$ cat config.mk
export PLATFORM = sky130hd
export DESIGN_NAME = me_mb_scheduler
export DESIGN_NICKNAME = d
export VERILOG_FILES = /design/src/rtl/me_pkg.sv /design/src/rtl/me_word_loader.sv /design/src/rtl/me_mb_scheduler.sv
export SDC_FILE = /design/constraint.sdc
export NUM_CORES = 1
export LEC_CHECK = 0
export ABC_AREA = 1
export BUFFER_PORTS_ARGS = -buffer_cell sky130_fd_sc_hd__buf_4
export CORE_ASPECT_RATIO = 0.9
export CORE_MARGIN = 8
export CORE_UTILIZATION = 53
export CTS_BUF_LIST = sky130_fd_sc_hd__clkbuf_8 sky130_fd_sc_hd__clkbuf_16
export DETAILED_ROUTE_END_ITERATION = 12
export PLACE_DENSITY = 0.91
export SLEW_MARGIN = 30
export SYNTH_ARGS = -nofsm -noshare
export SYNTH_HDL_FRONTEND = slang
export SYNTH_SLANG_ARGS = --single-unit
$ cat constraint.sdc
create_clock -name clk -period 8.75 [get_ports clk]
set_input_delay 0.875 -clock clk [delete_from_list [all_inputs] [get_ports clk]]
set_output_delay 0.875 -clock clk [all_outputs]
set_load 0.005 [all_outputs]
$ cat src/rtl/me_pkg.sv
// Shared constants and state encoding for the motion-estimation front end.
package me_pkg;
    localparam int CUR_WORDS = 32;
    localparam int REF_WORDS = 128;
    localparam int CUR_AW    = 5;
    localparam int REF_AW    = 7;
    localparam int DATA_W    = 64;

    typedef enum logic [2:0] {
        ST_IDLE,
        ST_LOAD,
        ST_FLUSH,
        ST_RUN,
        ST_DRAIN
    } me_sched_state_t;
endpackage

$ cat src/rtl/me_word_loader.sv
// One write-port loader: counts accepted words and registers each into the engine RAM port.
module me_word_loader #(
    parameter int DEPTH  = 32,
    parameter int AW     = 5,
    parameter int DATA_W = 64
) (
    input  logic              clk,
    input  logic              reset,
    input  logic              en,
    input  logic              clear,
    input  logic              valid,
    input  logic [DATA_W-1:0] data,
    output logic              ready,
    output logic              full,
    output logic              last,
    output logic [AW-1:0]     wr_addr,
    output logic [DATA_W-1:0] wr_data,
    output logic              wr_en
);
    localparam int CW = AW + 1;

    logic [CW-1:0] cnt;

    assign ready = en && (cnt < CW'(DEPTH));
    assign full  = (cnt == CW'(DEPTH));
    // Final word being accepted this cycle; lets the FSM leave LOAD on the same edge.
    assign last  = valid && ready && (cnt == CW'(DEPTH - 1));

    always_ff @(posedge clk or posedge reset) begin
        if (reset) begin
            cnt     <= '0;
            wr_addr <= '0;
            wr_data <= '0;
            wr_en   <= 1'b0;
        end else begin
            wr_en <= 1'b0;
            if (clear) begin
                cnt <= '0;
            end else if (valid && ready) begin
                wr_addr <= cnt[AW-1:0];
                wr_data <= data;
                wr_en   <= 1'b1;
                cnt     <= cnt + 1'b1;
            end
        end
    end
endmodule

$ cat src/rtl/me_mb_scheduler.sv
// Loads current/reference blocks into the ME engine, runs it, and repeats per macroblock.
module me_mb_scheduler #(
    parameter int DATA_W    = 64,
    parameter int CUR_WORDS = 32,
    parameter int REF_WORDS = 128,
    parameter int MB_W      = 16
) (
    input  logic                     clk,
    input  logic                     reset,
    input  logic                     start,
    input  logic [MB_W-1:0]          num_mb,
    input  logic [1:0]               cfg_r,
    input  logic                     cur_valid,
    output logic                     cur_ready,
    input  logic [DATA_W-1:0]        cur_data,
    input  logic                     ref_valid,
    output logic                     ref_ready,
    input  logic [DATA_W-1:0]        ref_data,
    output logic [me_pkg::CUR_AW-1:0] address_write_cur,
    output logic [DATA_W-1:0]        data_write_cur,
    output logic                     write_enable_cur,
    output logic [me_pkg::REF_AW-1:0] address_write_ref,
    output logic [DATA_W-1:0]        data_write_ref,
    output logic                     write_enable_ref,
    output logic [1:0]               r,
    output logic                     go,
    input  logic                     done,
    output logic                     busy,
    output logic                     mb_done,
    output logic [MB_W-1:0]          mb_index,
    output logic                     all_done
);
    import me_pkg::*;

    me_sched_state_t state;
    logic [MB_W-1:0] num_mb_q;
    logic            load_en, load_clr;
    logic            cur_full, cur_last, ref_full, ref_last;

    assign load_en  = (state == ST_LOAD);
    // Counts sit at zero while idle and are rewound between macroblocks.
    assign load_clr = (state == ST_IDLE) || (state == ST_DRAIN);

    me_word_loader #(.DEPTH(CUR_WORDS), .AW(CUR_AW), .DATA_W(DATA_W)) u_cur (
        .clk(clk), .reset(reset), .en(load_en), .clear(load_clr),
        .valid(cur_valid), .data(cur_data), .ready(cur_ready),
        .full(cur_full), .last(cur_last),
        .wr_addr(address_write_cur), .wr_data(data_write_cur), .wr_en(write_enable_cur)
    );

    me_word_loader #(.DEPTH(REF_WORDS), .AW(REF_AW), .DATA_W(DATA_W)) u_ref (
        .clk(clk), .reset(reset), .en(load_en), .clear(load_clr),
        .valid(ref_valid), .data(ref_data), .ready(ref_ready),
        .full(ref_full), .last(ref_last),
        .wr_addr(address_write_ref), .wr_data(data_write_ref), .wr_en(write_enable_ref)
    );

    always_ff @(posedge clk or posedge reset) begin
        if (reset) begin
            state    <= ST_IDLE;
            num_mb_q <= '0;
            r        <= '0;
            go       <= 1'b0;
            busy     <= 1'b0;
            mb_done  <= 1'b0;
            mb_index <= '0;
            all_done <= 1'b0;
        end else begin
            mb_done  <= 1'b0;
            all_done <= 1'b0;
            case (state)
                ST_IDLE: begin
                    if (start) begin
                        if (num_mb != '0) begin
                            num_mb_q <= num_mb;
                            r        <= cfg_r;
                            mb_index <= '0;
                            busy     <= 1'b1;
                            state    <= ST_LOAD;
                        end else begin
                            all_done <= 1'b1;
                        end
                    end
                end
                ST_LOAD: begin
                    if ((cur_full || cur_last) && (ref_full || ref_last))
                        state <= ST_FLUSH;
                end
                ST_FLUSH: begin
                    go    <= 1'b1;
                    state <= ST_RUN;
                end
                ST_RUN: begin
                    if (done) begin
                        go      <= 1'b0;
                        mb_done <= 1'b1;
                        state   <= ST_DRAIN;
                    end
                end
                ST_DRAIN: begin
                    if (!done) begin
                        if (mb_index + MB_W'(1) == num_mb_q) begin
                            all_done <= 1'b1;
                            busy     <= 1'b0;
                            state    <= ST_IDLE;
                        end else begin
                            mb_index <= mb_index + MB_W'(1);
                            state    <= ST_LOAD;
                        end
                    end
                end
                default: state <= ST_IDLE;
            endcase
        end
    end
endmodule

==> results.cfg <==
[final_layout]
drive_gt1_share_pct = 27.8
fin_util_pct = 73.5
synthToLayoutAreaGrowth_pct = 36.6
antenna_cells = 0
mostFrequentLayoutCells = 548 x nand2_1, 322 x buf_4, 197 x dfrtp_1
stdcell_count = 1586
nNetsFinal = 1524
final_common_cell = nand2_1

[floorplanning]
die_x_um = 150
start_util_pct = 53.8
io_pins = 318
core_region_area_um2 = 16000
dieArea_um2 = 20600
dieHeight_um = 137
rows = 44

[grt]
grt-ovfl-total = 0
grt_use_total_pct = 27.0
grt_pass1_wl_um = 43000
antenna_found_initial = 0
grt_max_degree = 120
grt_pass1_vias = 8355

[logic_synthesis]
synth_top_area_cell = dfrtp_1
ys_seq_area_share_pct = 57.2
netlist_area_um2 = 8620
yosysTopAreaCellShare_pct = 57.2
synth_edf_count = 0
syn_avg_cell_area_um2 = 8.12
ys_ff_latch = 197
yosysUniqueCellTypes = 35
synth_fp_nets = 1219
synthesis.instances = 1062
async_flop_share_pct = 100
yosysWarnings = 0
synth-main-ff-cell = dfrtp_1
synth_area_leaders = dfrtp_1 57%, nand2_1 24%, nand3_1 3.0%

[clock_network]
cts_buffers = 17
clkSinkCount = 197
postCtsSetupBuffers = 0
h-tree-depth = 4
post_cts_resize_count = 0
cts_tree = done
cts_buffer_depth = 2
clk_pin_slew_ns = 0.07
postCtsHoldBufs = 0
clk_latency_ns = 0.44
root_buffer = clkbuf_16

[worst_setup_path]
r2r_cells = 10
worstPathArrival_ns = 3.23
end_kind = register
worstSetupPathType = register to register
r2r-end = num_mb_q[2]$_DFFE_PP0P_
rr_startpoint = state[0]$_DFFE_PP0P_
cp-start-kind = register
critPathMaxFanout = 31
worst-r2r-setup-slack_ns = 5.87
required_ns = 9.09

[route]
drt_wl_total_um = 27900
vias_per_cell = 5.21
drt_iter0_drc = 615
avgRoutedWirePerCell_um = 17.6
drcViolationCount = 0
vias = 8261
postRouteAntennaNets = 0
drt-pass1-iter-count = 8

[status]
status = complete, no violations

[hold_path]
hold_class = register to register
whs_path_depth = 2
hold_end = u_cur.wr_data[17]$_DFFE_PP0P_
min-delay-start = u_cur.wr_data[17]$_DFFE_PP0P_

[sta]
clock.fmax_mhz = 347
finalMaxSlewViolations = 0
period_share_pct = 32.9
min_period_ns = 2.88
finalHoldViolations = 0
maxSlewHeadroom_pct = 44.8
fin_tns_setup_ns = 0
fin_worst_skew_ns = 0.0126
worst_pin_slew_ns = 0.827
rsz0062_at_grt = no
setup_violations = 0
fin_hold_ws_ns = 0.483

[place]
dp_hpwl_um = 20600
dpl.cell_count = 1554
io_buffers = 317
routabilityCongestion = 0.958

[job]
max-cap-violations = 0

[power_and_ir_drop]
ir_drop_mv = 0.199
p_leak_uw = 0.00647
power.density_nw_per_um2 = 315
[stage by stage]
step / setup slack, ns / cell area (um2) / power [uW]
after floorplan: 2.51 / 8620 / 2130
after global placement: 5.51 / 11100 / 2840
after detailed placement: 5.30 / 11200 / 2910
after CTS: 5.39 / 11800 / 3710
after global routing: 5.62 / 11800 / 3950
final: 5.87 / 11800 / 3710
[sequential cells by signal (all words and copies together) (netlist names), 5 cells and up]
name and flops:
u_ref.wr_data 64, num_mb_q 16, u_ref.cnt 8, u_ref.wr_addr 7, mb_index 16, u_cur.cnt 6, u_cur.wr_addr 5, u_cur.wr_data 64
[cells by family (layout without fill, tap and decap cells)]
group           Yosys count  count (layout)  share of synthesized area (%)
buf+inv                  98             415                           4.47
flops                   197             197                           57.2
simple gates            706             706                           34.0
xor+xnor                  3               3                          0.305
fa+ha+maj                 5               5                          0.726
compound gates           53              53                           3.34
[metal layers]
layer | wire length [um] | vias to the layer above | global-route usage, %
met5 | 0 | - | 0
met4 | 971 | 0 | 9.76
met3 | 2770 | 67 | 9.62
met2 | 14100 | 375 | 45.8
met1 | 10000 | 3897 | 30.9
li1 | - | 3922 | -
[worst max-delay path, stage by stage, from the launching register on]
cell,delay [ns]
dfrtp_1,0.42
nor2_1,0.26
inv_2,0.16
nor2_2,0.64
nand2_1,0.14
nand2_1,0.18
nor3_4,0.10
buf_8,0.18
nand2_2,0.43
nor2_1,0.12
a21oi_1,0.16
[how the worst max path moves through the flow]
| stage | startpoint | to |
|---|---|---|
| global placement | done | num_mb_q[15]$_DFFE_PP0P_ |
| detailed placement | done | num_mb_q[13]$_DFFE_PP0P_ |
| CTS | state[0]$_DFFE_PP0P_ | num_mb_q[2]$_DFFE_PP0P_ |
| floorplan | reset | all_done$_DFF_PP0_ |
| finish | state[0]$_DFFE_PP0P_ | num_mb_q[2]$_DFFE_PP0P_ |
| global route | state[0]$_DFFE_PP0P_ | num_mb_q[15]$_DFFE_PP0P_ |
[where the power goes]
part,total (uW),internal [uW],switching (uW),leakage [uW]
sequential,1480,1260,220,0.00250
combinational,1440,655,789,0.00368
clock,785,418,367,0.000289
[layout make-up]
type	instances	area, um2
Clock inverter	12	136
Sequential cell	197	4930
Tap cell	207	259
Inverter	60	233
Fill cell	1107	4250
Timing Repair Buffer	324	2450
Multi-Input combinational cell	767	3310
Clock buffer	19	453
[cells in the mapped netlist (4+ instances only)]
library cell	number
o22ai_1	4
buf_2	8
nor2_2	4
dfrtp_1	197
inv_2	4
nor2_1	43
nor4_1	5
nand2_1	551
ha_1	5
o21ai_0	25
nand3_1	51
nand4_1	26
nor3_1	6
nor2_4	7
a21oi_1	15
inv_1	56
clkbuf_1	28
No activity file was read; power rests on OpenSTA's default activity.
